[src/rtl/mem_port_arbiter_pkg.sv]
// Shared definitions for the memory port arbiter: FSM encodings, mux
// select values, the data word type and a width helper for the counters.
package mem_port_arbiter_pkg;

   localparam logic [1:0] ST_IDLE    = 2'd0;
   localparam logic [1:0] ST_BUSY_IF = 2'd1;
   localparam logic [1:0] ST_BUSY_D  = 2'd2;

   localparam logic SEL_IF = 1'b0;
   localparam logic SEL_D  = 1'b1;

   typedef logic [31:0] word_t;

   // Number of bits needed to hold values 0..maxValue (never less than 1).
   function automatic int widthFor(input int maxValue);
      return (maxValue < 1) ? 1 : $clog2(maxValue + 1);
   endfunction

endpackage

[src/rtl/Select_32.sv]
// 32-bit two-way select that steers either the fetch address or the data
// address onto the shared memory port.
module Select_32
   import mem_port_arbiter_pkg::*;
(
   input  logic  en,
   input  word_t A,
   input  word_t B,
   output word_t out
);

   // en picks the data-side source; otherwise the fetch source passes through.
   assign out = (en == SEL_D) ? B : A;

endmodule

[src/rtl/mem_port_arbiter.sv]
// Arbiter sharing one fixed-latency 32-bit memory port between instruction
// fetch (IF) and data access (D). D normally wins a tie, but IF is forced
// through after STARVE_MAX consecutive D grants that left IF waiting.
module mem_port_arbiter
   import mem_port_arbiter_pkg::*;
#(
   parameter int MEM_LAT    = 2,
   parameter int STARVE_MAX = 4
)
(
   input  logic  clk,
   input  logic  rst,

   input  logic  if_req,
   input  word_t if_addr,
   output logic  if_ack,
   output word_t if_rdata,

   input  logic  d_req,
   input  logic  d_we,
   input  word_t d_addr,
   input  word_t d_wdata,
   output logic  d_ack,
   output word_t d_rdata,

   output logic  mem_sel,
   output logic  mem_en,
   output logic  mem_we,
   output word_t mem_addr,
   output word_t mem_wdata,
   input  word_t mem_rdata
);

   localparam int CNT_W = widthFor(MEM_LAT - 1);
   localparam int STV_W = widthFor(STARVE_MAX);

   localparam logic [CNT_W-1:0] CNT_LOAD   = CNT_W'(MEM_LAT - 1);
   localparam logic [STV_W-1:0] STARVE_TOP = STV_W'(STARVE_MAX);

   logic [1:0]       state;
   logic [CNT_W-1:0] cnt;
   logic [STV_W-1:0] starve;

   logic busy;
   logic firstCycle;
   logic lastCycle;
   logic grantIf;
   logic grantD;

   // The counter is loaded with MEM_LAT-1 on grant and counts down, so the
   // load value marks the strobe cycle and zero marks the completion cycle.
   // With MEM_LAT = 1 both coincide.
   assign busy       = (state == ST_BUSY_IF) || (state == ST_BUSY_D);
   assign firstCycle = busy && (cnt == CNT_LOAD);
   assign lastCycle  = busy && (cnt == '0);

   // Arbitration only happens in IDLE; D wins ties unless IF has waited out
   // STARVE_MAX D grants already.
   always_comb begin
      grantIf = 1'b0;
      grantD  = 1'b0;
      if (state == ST_IDLE) begin
         if (if_req && d_req) begin
            if (starve == STARVE_TOP) begin
               grantIf = 1'b1;
            end else begin
               grantD = 1'b1;
            end
         end else if (if_req) begin
            grantIf = 1'b1;
         end else if (d_req) begin
            grantD = 1'b1;
         end
      end
   end

   // Transaction sequencer: grant loads the latency counter, the counter runs
   // down while busy, and the completion cycle returns to IDLE. An unused
   // encoding falls back to IDLE so the port can never lock up.
   always_ff @(posedge clk) begin
      if (rst) begin
         state <= ST_IDLE;
         cnt   <= '0;
      end else begin
         case (state)
            ST_IDLE: begin
               if (grantIf) begin
                  state <= ST_BUSY_IF;
                  cnt   <= CNT_LOAD;
               end else if (grantD) begin
                  state <= ST_BUSY_D;
                  cnt   <= CNT_LOAD;
               end
            end
            ST_BUSY_IF, ST_BUSY_D: begin
               if (lastCycle) begin
                  state <= ST_IDLE;
               end else begin
                  cnt <= cnt - CNT_W'(1);
               end
            end
            default: begin
               state <= ST_IDLE;
               cnt   <= '0;
            end
         endcase
      end
   end

   // Starvation tracking: count D grants taken while IF was also waiting,
   // saturating at STARVE_MAX, and clear it whenever IF finally gets the port.
   always_ff @(posedge clk) begin
      if (rst) begin
         starve <= '0;
      end else if (grantIf) begin
         starve <= '0;
      end else if (grantD && if_req && (starve != STARVE_TOP)) begin
         starve <= starve + STV_W'(1);
      end
   end

   // Mux select is registered on grant and held through IDLE so the memory
   // address stays on the last owner instead of flipping between requests.
   always_ff @(posedge clk) begin
      if (rst) begin
         mem_sel <= SEL_IF;
      end else if (grantIf) begin
         mem_sel <= SEL_IF;
      end else if (grantD) begin
         mem_sel <= SEL_D;
      end
   end

   // Strobe, write enable and acks are decoded from state and counter. They
   // are gated by reset so an aborted transaction never shows a completion.
   assign mem_en = !rst && firstCycle;
   assign mem_we = mem_en && d_we && (state == ST_BUSY_D);
   assign if_ack = !rst && lastCycle && (state == ST_BUSY_IF);
   assign d_ack  = !rst && lastCycle && (state == ST_BUSY_D);

   // Read data is a straight passthrough; each requester qualifies it with
   // its own ack.
   assign if_rdata  = mem_rdata;
   assign d_rdata   = mem_rdata;
   assign mem_wdata = d_wdata;

   Select_32 addr_mux (
      .en  (mem_sel),
      .A   (if_addr),
      .B   (d_addr),
      .out (mem_addr)
   );

endmodule
[config.mk]
export PLATFORM = sky130hd
export DESIGN_NAME = mem_port_arbiter
export DESIGN_NICKNAME = d
export VERILOG_FILES = /design/src/rtl/mem_port_arbiter_pkg.sv /design/src/rtl/Select_32.sv /design/src/rtl/mem_port_arbiter.sv
export SDC_FILE = /design/constraint.sdc
export NUM_CORES = 1
export LEC_CHECK = 0
export ABC_AREA = 1
export BUFFER_PORTS_ARGS = -buffer_cell sky130_fd_sc_hd__buf_2
export CAP_MARGIN = 10
export CORE_AREA = 2 2 102 104
export CTS_CLUSTER_DIAMETER = 200
export DETAILED_ROUTE_END_ITERATION = 8
export DIE_AREA = 0 0 104 106
export GPL_TIMING_DRIVEN = 0
export HOLD_SLACK_MARGIN = 0.12
export PLACE_DENSITY_LB_ADDON = 0.05
export SYNTH_ARGS = -nofsm -noshare
export SYNTH_HDL_FRONTEND = slang
export SYNTH_SLANG_ARGS = --single-unit
[constraint.sdc]
create_clock -name clk -period 1.35 [get_ports clk]
set_input_delay 0.0675 -clock clk [delete_from_list [all_inputs] [get_ports clk]]
set_output_delay 0.0675 -clock clk [all_outputs]
set_load 0.02 [all_outputs]
==> run summary <==
Failing checks = negative setup slack
Synth unique cells = 20
Worst skew pair latency = 0.23 ns
Fin crit period = 1.38 ns
Largest net degree at the start of global routing = 11
Share of cells above drive strength 1 = 0.684
Detailed-route wire length per cell = 12.0 µm
Most common cell in the netlist = nand2_1
Setup ws final = -0.0319 ns
Yosys top cell area share = 0.463
Worst EP arrival = 1.31 ns
Site row count = 37
Die Ht = 106 µm
#FFs+latches synth = 7
# H-tree levels = 1
Worst EP required = 1.28 ns
Post-synth net total = 406
Achievable Freq = 724 MHz
Port buffer count = 201
P&R area growth vs syn = 85.4%
Reg clk slew, reported paths = 0.04 ns
Routed Wire Length = 7340 µm
CTS tree = done
Worst Skew = 0.00291 ns
Max cap viols = 0
Core area = 10000 µm²
Via/cell ratio = 3.45
Power per cell area = 682 nW/µm²
Leakage = 1.86 nW
DIE AREA = 11000 µm²
Worst setup SP type = flip-flop
Nets = 615
Post-DP HPWL = 6460 µm
Cell area after layout = 2950 µm²
TritonCTS Sinks = 7
Gr usage total = 0.118
Max-slew violation count = 0
Most common library cells after synthesis = 113 x nand2_1, 98 x buf_4, 11 x inv_1
Initial antenna violation count = 0
Final setup fails = 3
RD Place Congestion = 0.764
Area leader, netlist = buf_4
Final ANT Viol Nets = 0
Sequential-to-total area share from yosys stat = 0.0881
Clock buffer count from CTS = 3
Crit-path max FO = 5
First-pass GRT wire length = 10400 µm
Mean Syn Cell Area = 5.96 µm²
Synthesized cell area = 1590 µm²
DRC = 0
Die X = 104 µm
Primary FF master, synth = dfxtp_1
Peak VDD IR = 0.393 mV
Hold Crit Class = input port to flip-flop
RSZ-0062 raised after global routing = yes
Ys async rst share = 0
Final hold violation count = 0
DR vias = 2109
Critical Path Sink Type = output pin
TNS Setup = -0.0791 ns
Status = complete, but fails checks
Final Cycle Share = 1.02
Global route overflow = 0
N_diodes = 0
Vias in the first global route = 1837
Yosys Warn Count = 0
Drt first pass iters = 4
Iter 0 DRT Violations = 44
Root Driver = clkbuf_8
Final std cells w/o fill = 611
Setup CP Type = flip-flop to output pin
Clk buf depth = 2
Initial Util = 0.159
Fillers = 1170
Cell total after placement = 604
Worst Tran Pin Value = 0.176 ns
Main area contributors after synthesis = buf_4 46%, nand2_1 27%, dfxtp_1 8.8%
Core Util, Final = 0.295
I/O pins = 266
Rel. slew slack = 0.882
Post-synth EDFFs = 0
Cell Area, Placed = 2780 µm²
Syn Inst Count = 267
## metal layers
metal	vias up	part of all wire	routed length (µm)	track usage
li1	1122	-	-	-
met1	887	0.33	2450	0.120
met2	96	0.59	4340	0.250
met3	4	0.069	508	0.0215
met4	0	0.0052	38	0.0212
met5	-	0	0	0
## flip-flops by register name, summed over array words and instances (netlist names)
name,flops
mem_sel,1
cnt,1
starve,3
state,2
## path summary, 6_finish.rpt
check                                 to  slack (ns)                    from  depth (start not counted)
setup / recovery                  mem_we       -0.03   state[1]$_SDFFE_PP0P_                          7
hold / removal      mem_sel$_SDFFE_PP0P_        0.15                   d_req                          3
setup reg to reg  starve[0]$_SDFFE_PP0P_        0.18  starve[0]$_SDFFE_PP0P_                          8
hold reg to reg   starve[1]$_SDFFE_PP0P_        0.48  starve[1]$_SDFFE_PP0P_                          2
## power by group
part	switching, W	internal (W)
Clock	0.0000892	0.000204
Combinational	0.000820	0.000642
Sequential	0.0000219	0.000233
## critical path, stage by stage, from the launching register on
cell and delay [ns]:
dfxtp_2 0.33, inv_2 0.05, ha_4 0.27, nand2_4 0.07, nor2_4 0.08, nand2_1 0.06, nor2_2 0.09, buf_6 0.12
## metrics by stage
stage | worst slack, ns | hold WS, ns | power (W)
global placement | -0.0704 | 0.339 | 0.00164
global route | -0.133 | 0.173 | 0.00215
finish | -0.0319 | 0.154 | 0.00201
floorplan | 0.00362 | 0.137 | 0.00116
detailed placement | -0.0681 | 0.353 | 0.00163
CTS | -0.0402 | 0.154 | 0.00201
## placed cells by master (no fill, tap or decap)
cell type	n
nor2_1	1
nand2_1	112
nand2_4	1
buf_2	195
nand2_2	3
ha_1	5
o21ai_0	1
inv_1	8
dfxtp_2	3
inv_2	3
nand4_1	1
dlygate4sd3_1	1
nor3b_2	1
buf_4	102
o211ai_1	1
nand3b_1	2
ha_4	1
nor3_1	1
clkbuf_4	1
buf_6	6
nor2_4	1
a21oi_1	7
clkinv_1	1
dfxtp_1	4
clkbuf_1	1
buf_8	2
nor2_2	1
clkbuf_8	4
nand3_1	4
inv_6	1
## final cells by class
class / instances / area [µm²] / share of cell area
sequential: 7 / 144 / 0.0488
inverter: 13 / 53.8 / 0.0182
clock buffer: 4 / 45.0 / 0.0153
tap: 136 / 170 / 0.0577
multi-input combinational: 143 / 666 / 0.226
timing repair buffer: 204 / 1050 / 0.356
buffer: 104 / 821 / 0.278
## logic make-up (layout without fill, tap and decap cells)
| logic type | after synthesis | in the layout | synth area share |
|---|---|---|---|
| flip-flops | 7 | 7 | 0.0881 |
| AO/OA/AOI/OAI | 9 | 9 | 0.0299 |
| buffers and inverters | 117 | 325 | 0.515 |
| AND/OR/NAND/NOR | 128 | 128 | 0.319 |
| adder cells (fa/ha/maj) | 6 | 6 | 0.0472 |
## what timing repair did
item,in CTS,in global routing
gates resized for setup,23,10
setup endpoints to repair,34,32
hold buffers,1,0
buffers inserted,2,0
pin swaps,1,0
hold endpoints to repair,1,0
(Power assumes the default switching activity.)
